File: config.mk
export PLATFORM = sky130hd
export DESIGN_NAME = core_exec_ctrl
export DESIGN_NICKNAME = d
export VERILOG_FILES = /design/src/rtl/core_exec_ctrl.sv
export SDC_FILE = /design/constraint.sdc
export NUM_CORES = 1
export LEC_CHECK = 0
export CAP_MARGIN = 5
export CORE_ASPECT_RATIO = 1.25
export CORE_UTILIZATION = 42
export CTS_BUF_LIST = sky130_fd_sc_hd__clkbuf_8
export CTS_CLUSTER_DIAMETER = 30
export DETAILED_ROUTE_END_ITERATION = 8
export GPL_TIMING_DRIVEN = 0
export PLACE_DENSITY_LB_ADDON = 0.15
export SLEW_MARGIN = 15
export SYNTH_ARGS = -nofsm -noshare
export SYNTH_HDL_FRONTEND = slang
export SYNTH_SLANG_ARGS = --single-unit
File: constraint.sdc
create_clock -name clk -period 4.2 [get_ports clk]
set_input_delay 1.26 -clock clk [delete_from_list [all_inputs] [get_ports clk]]
set_output_delay 1.26 -clock clk [all_outputs]
set_load 0.005 [all_outputs]
File: src/rtl/core_exec_ctrl.sv
// core_exec_ctrl: run/halt/step/breakpoint/EBREAK commit control with cycle and retire counters
module core_exec_ctrl #(
    parameter int PC_WIDTH  = 32,
    parameter int CNT_WIDTH = 32,
    parameter bit START_RUN = 1'b0
) (
    input  logic                 clk,
    input  logic                 rst,
    input  logic                 run_req,
    input  logic                 halt_req,
    input  logic                 step_req,
    input  logic                 bp_en,
    input  logic [PC_WIDTH-1:0]  bp_addr,
    input  logic [PC_WIDTH-1:0]  pc,
    input  logic [31:0]          instr,
    output logic                 core_en,
    output logic [1:0]           state,
    output logic                 halted,
    output logic                 break_hit,
    output logic [CNT_WIDTH-1:0] cycle_cnt,
    output logic [CNT_WIDTH-1:0] retire_cnt
);
    localparam logic [1:0] S_HALT = 2'd0;
    localparam logic [1:0] S_RUN  = 2'd1;
    localparam logic [1:0] S_STEP = 2'd2;
    localparam logic [1:0] S_TRAP = 2'd3;
    localparam logic [1:0] S_INIT = START_RUN ? S_RUN : S_HALT;

    logic       skip_bp;
    logic       is_ebreak;
    logic       bp_hit;
    logic       run_stop;
    logic [1:0] nxt;

    assign is_ebreak = instr == 32'h0010_0073;
    assign bp_hit    = bp_en & (pc == bp_addr) & ~skip_bp;
    assign run_stop  = is_ebreak | halt_req | bp_hit;

    always_comb begin
        core_en = rst & (((state == S_RUN) & ~run_stop) | ((state == S_STEP) & ~is_ebreak));
        nxt = state;
        case (state)
            S_HALT:  nxt = run_req ? S_RUN : (step_req ? S_STEP : S_HALT);
            S_RUN:   nxt = is_ebreak ? S_TRAP : (run_stop ? S_HALT : S_RUN);
            S_STEP:  nxt = is_ebreak ? S_TRAP : S_HALT;
            default: nxt = S_TRAP;
        endcase
    end

    // skip_bp lets a resume from a breakpoint commit that instruction exactly once
    always_ff @(posedge clk) begin
        if (!rst) begin
            state      <= S_INIT;
            halted     <= ~START_RUN;
            break_hit  <= 1'b0;
            skip_bp    <= 1'b0;
            cycle_cnt  <= '0;
            retire_cnt <= '0;
        end else begin
            state      <= nxt;
            halted     <= (nxt == S_HALT) | (nxt == S_TRAP);
            cycle_cnt  <= cycle_cnt + CNT_WIDTH'(1);
            retire_cnt <= retire_cnt + CNT_WIDTH'(core_en);
            skip_bp    <= (state == S_HALT) ? (run_req | skip_bp) : ((state == S_RUN) ? 1'b0 : skip_bp);
            break_hit  <= ((state == S_HALT) & (run_req | step_req)) ? 1'b0 :
                          ((state == S_RUN) & ~is_ebreak & ~halt_req & bp_hit) ? 1'b1 : break_hit;
        end
    end
endmodule
==> key figures <==
Worst setup path
  – CP arrival: 2900 ps
  – Worst setup path class: input port to primary output
  – Critical Path Source Type: input port
  – CP Max Fanout: 2
  – Crit end category: primary output
  – Required @ worst endpoint: about 2900 ps

Final layout
  – Share of cells above drive strength 1: 0.0712
  – Fin area: approximately 5700 um2
  – Area of the multi-input gates: 2070 um2
  – Area grow syn2layout: 61.0%
  – Inserted Diodes: 0
  – Fillers: 671
  – Register Area: 1380 um2
  – Layout Nets: around 700
  – Most common cell after layout, fill and taps aside: clkdlybuf4s50_1
  – Commonest cells after routing, fill and taps aside: clkdlybuf4s50_1 (129), dfxtp_1 (69), nor2_1 (49), xor2_1 (40), xnor2_1 (30)

Pwr
  – Internal power: ~0.0012 W
  – Power share of the clock group: 0.393
  – Leakage: 2.14 nW
  – Net Sw Frac: 0.237
  – Max rail drop VDD: 187 uV
  – Combinational share of power: 0.167
  – Part of the power in registers: 0.440
  – Pwr Density: 278 nW/um2
  – PnR Total Power: 0.00158 W
  – Psw: about 0.00038 W

Drt
  – Final WL: 9970 um
  – Vias: 3,690
  – Drc violations: 10
  – Pre-antenna DRT Iters: 6
  – WL per Instance: 14.2 um
  – Final ANT Viol Nets: 0
  – Initial DRC Count: 159
  – DR vias/cell: between 5 and 6

Clock network
  – Sink Count: 69
  – Root Driver: clkbuf_8
  – Cts bufs inserted: 9
  – Clock transition at path regs: 70 ps
  – Worst-skew pair later-pin latency: 340 ps
  – Post-CTS Hold Buffers: 0
  – H-Tree Depth: 3
  – CTS tree: yes
  – Clock Tree Buf Depth: 2

Timing
  – Final setup violating endpoints: 0
  – Worst Tran Pin Value: 633 ps
  – Hold Vio Cnt, Final: 0
  – Rel. slew slack: 0.575
  – Min Clock Period, post-route: 4160 ps
  – Final Skew: 16.0 ps
  – Final period util: 0.991
  – F_max: 240 MHz
  – Final slew viol count: 0

GRT
  – Maximum number of pins on one net before global-route repair: 13
  – Gr ovfl total: 0
  – Total GRT Usage: 0.231
  – First-pass GRT wire length: ~16,000 um
  – Antenna violations before repair: 0
  – Vias in the first global route: 3,568

Synth
  – Yosys top cell area share: 0.391
  – Syn nets: 518
  – Post-Syn Instances: 413
  – Syn_area_per_cell: 8.55 um2
  – Synth top area cells: dfxtp_1 (39%), xor2_1 (9.9%), xnor2_1 (7.4%), nor2_1 (5.3%), nand3_1 (3.5%)
  – Syn Std Cell Area: 3530 um2
  – Asr flop ratio synth: 0
  – Distinct cells, synth: 43
  – Post-synth EDFFs: 0
  – Sequential area share after synthesis: 0.391
  – Number of synthesized register bits: 69
  – Ys flop type: dfxtp_1
  – Yosys warns: 0
  – Dominant cell type by area after synthesis: dfxtp_1

Die
  – Row Count: 37
  – Ports: 171
  – Die Height: 104 um
  – Width of the die: 84.0 um
  – Die area: 8780 um2
  – Initial core utilization: 0.431
  – Area of the core: 8190 um2

Placed design
  – Placement Cell Area: 5350 um2
  – Port bufs: 170
  – Placer Congestion: 0.821
  – DP HPWL: 7690 um

Outcome
  – Status: finished with violations
  – Violated checks: DRC

Worst hold path
  – Min-delay worst type: flop to flop

Job
  – MaxCap Viol Count: 0
[routing by layer]
layer  global-route usage  share of wire
met5                    0              0
met4               0.0579         0.0058
met3               0.0579          0.048
met2                0.451           0.56
met1                0.241           0.38
[cells in the mapped netlist (2+ instances only)]
master / count
a21o_1: 2
a21oi_1: 18
and2_1: 5
and3_1: 3
and4_1: 5
buf_1: 2
clkbuf_1: 9
dfxtp_1: 69
ha_1: 3
inv_1: 15
mux2i_1: 6
nand2_1: 27
nand2b_1: 8
nand3_1: 25
nand4_1: 16
nor2_1: 50
nor3_1: 10
nor4_1: 15
nor4_2: 2
nor4_4: 2
nor4b_1: 2
nor4bb_1: 2
o21ai_0: 14
o31ai_1: 3
or2_2: 2
or3_1: 12
or4_1: 2
xnor2_1: 30
xor2_1: 40
[worst max-delay path, stage by stage]
cell and delay (ps):
dlygate4sd2_1 240, xor2_1 150, nor4_2 290, nand4_1 200, or2_4 300, o31a_1 310, buf_2 140
[stage by stage]
step / hold WS, ps / setup slack [ps] / instances / utilization / setup TNS [ps]
final: 487 / 35.8 / 701 / 0.693 / 0
after global routing: 514 / -17.0 / 701 / 0.693 / -33.8
after CTS: 480 / -15.9 / 697 / 0.680 / -15.9
after detailed placement: 465 / -598 / 680 / 0.653 / -4180
after global placement: 463 / -581 / 680 / 0.653 / -2950
after floorplan: 443 / 551 / 413 / - / 0
[path summary, 6_finish.rpt]
path	start	to	slack (ps)	cells after the start
worst min register to register	retire_cnt[31]	retire_cnt[31]	490	2
worst max-delay path	bp_addr[18]	core_en	40	7
worst min-delay path	retire_cnt[31]	retire_cnt[31]	490	2
worst max register to register	state[1]	retire_cnt[30]	1080	15
[kinds of logic (layout without fill, tap and decap cells)]
| logic type | count (synthesis) | in the layout | synth area share |
|---|---|---|---|
| buffers and inverters | 28 | 219 | 0.0323 |
| adder cells (fa/ha/maj) | 3 | 3 | 0.0106 |
| flip-flops | 69 | 69 | 0.391 |
| XOR/XNOR | 70 | 70 | 0.174 |
| multiplexers | 6 | 6 | 0.0170 |
| AND/OR/NAND/NOR | 195 | 195 | 0.307 |
| AO/OA/AOI/OAI | 42 | 42 | 0.0684 |
[power groups by stage]
stage	sequential (W)	combinational, W	clock (W)
finish	0.000696	0.000263	0.000621
global route	0.000699	0.000288	0.000669
CTS	0.000695	0.000260	0.000633
detailed placement	0.000709	0.000264	0
global placement	0.000709	0.000259	0
floorplan	0.000708	0.0000932	0
[flip-flops by register name (all words and copies together) (netlist names)]
name / flops
retire_cnt: 32
cycle_cnt: 32
halted: 1
break_hit: 1
skip_bp: 1
state: 2
[area by class of cell]
cell class                 count  share of cell area
buffer                        12             0.00947
clock buffer                  11              0.0266
clock inverter                 5              0.0143
inverter                      15              0.0106
multi-input combinational    316               0.365
sequential                    69               0.243
tap                           97              0.0214
timing repair buffer         176               0.310
[timing repair]
| item | CTS | global route |
|---|---|---|
| gates resized for setup | 32 | 35 |
| cloned | 0 | 0 |
| pin swaps | 14 | 25 |
| endpoints found under the hold margin | 0 | 0 |
| endpoints found under the setup margin | 5 | 8 |
| buffers inserted | 2 | 4 |
Power figures use the tool's default switching activity.
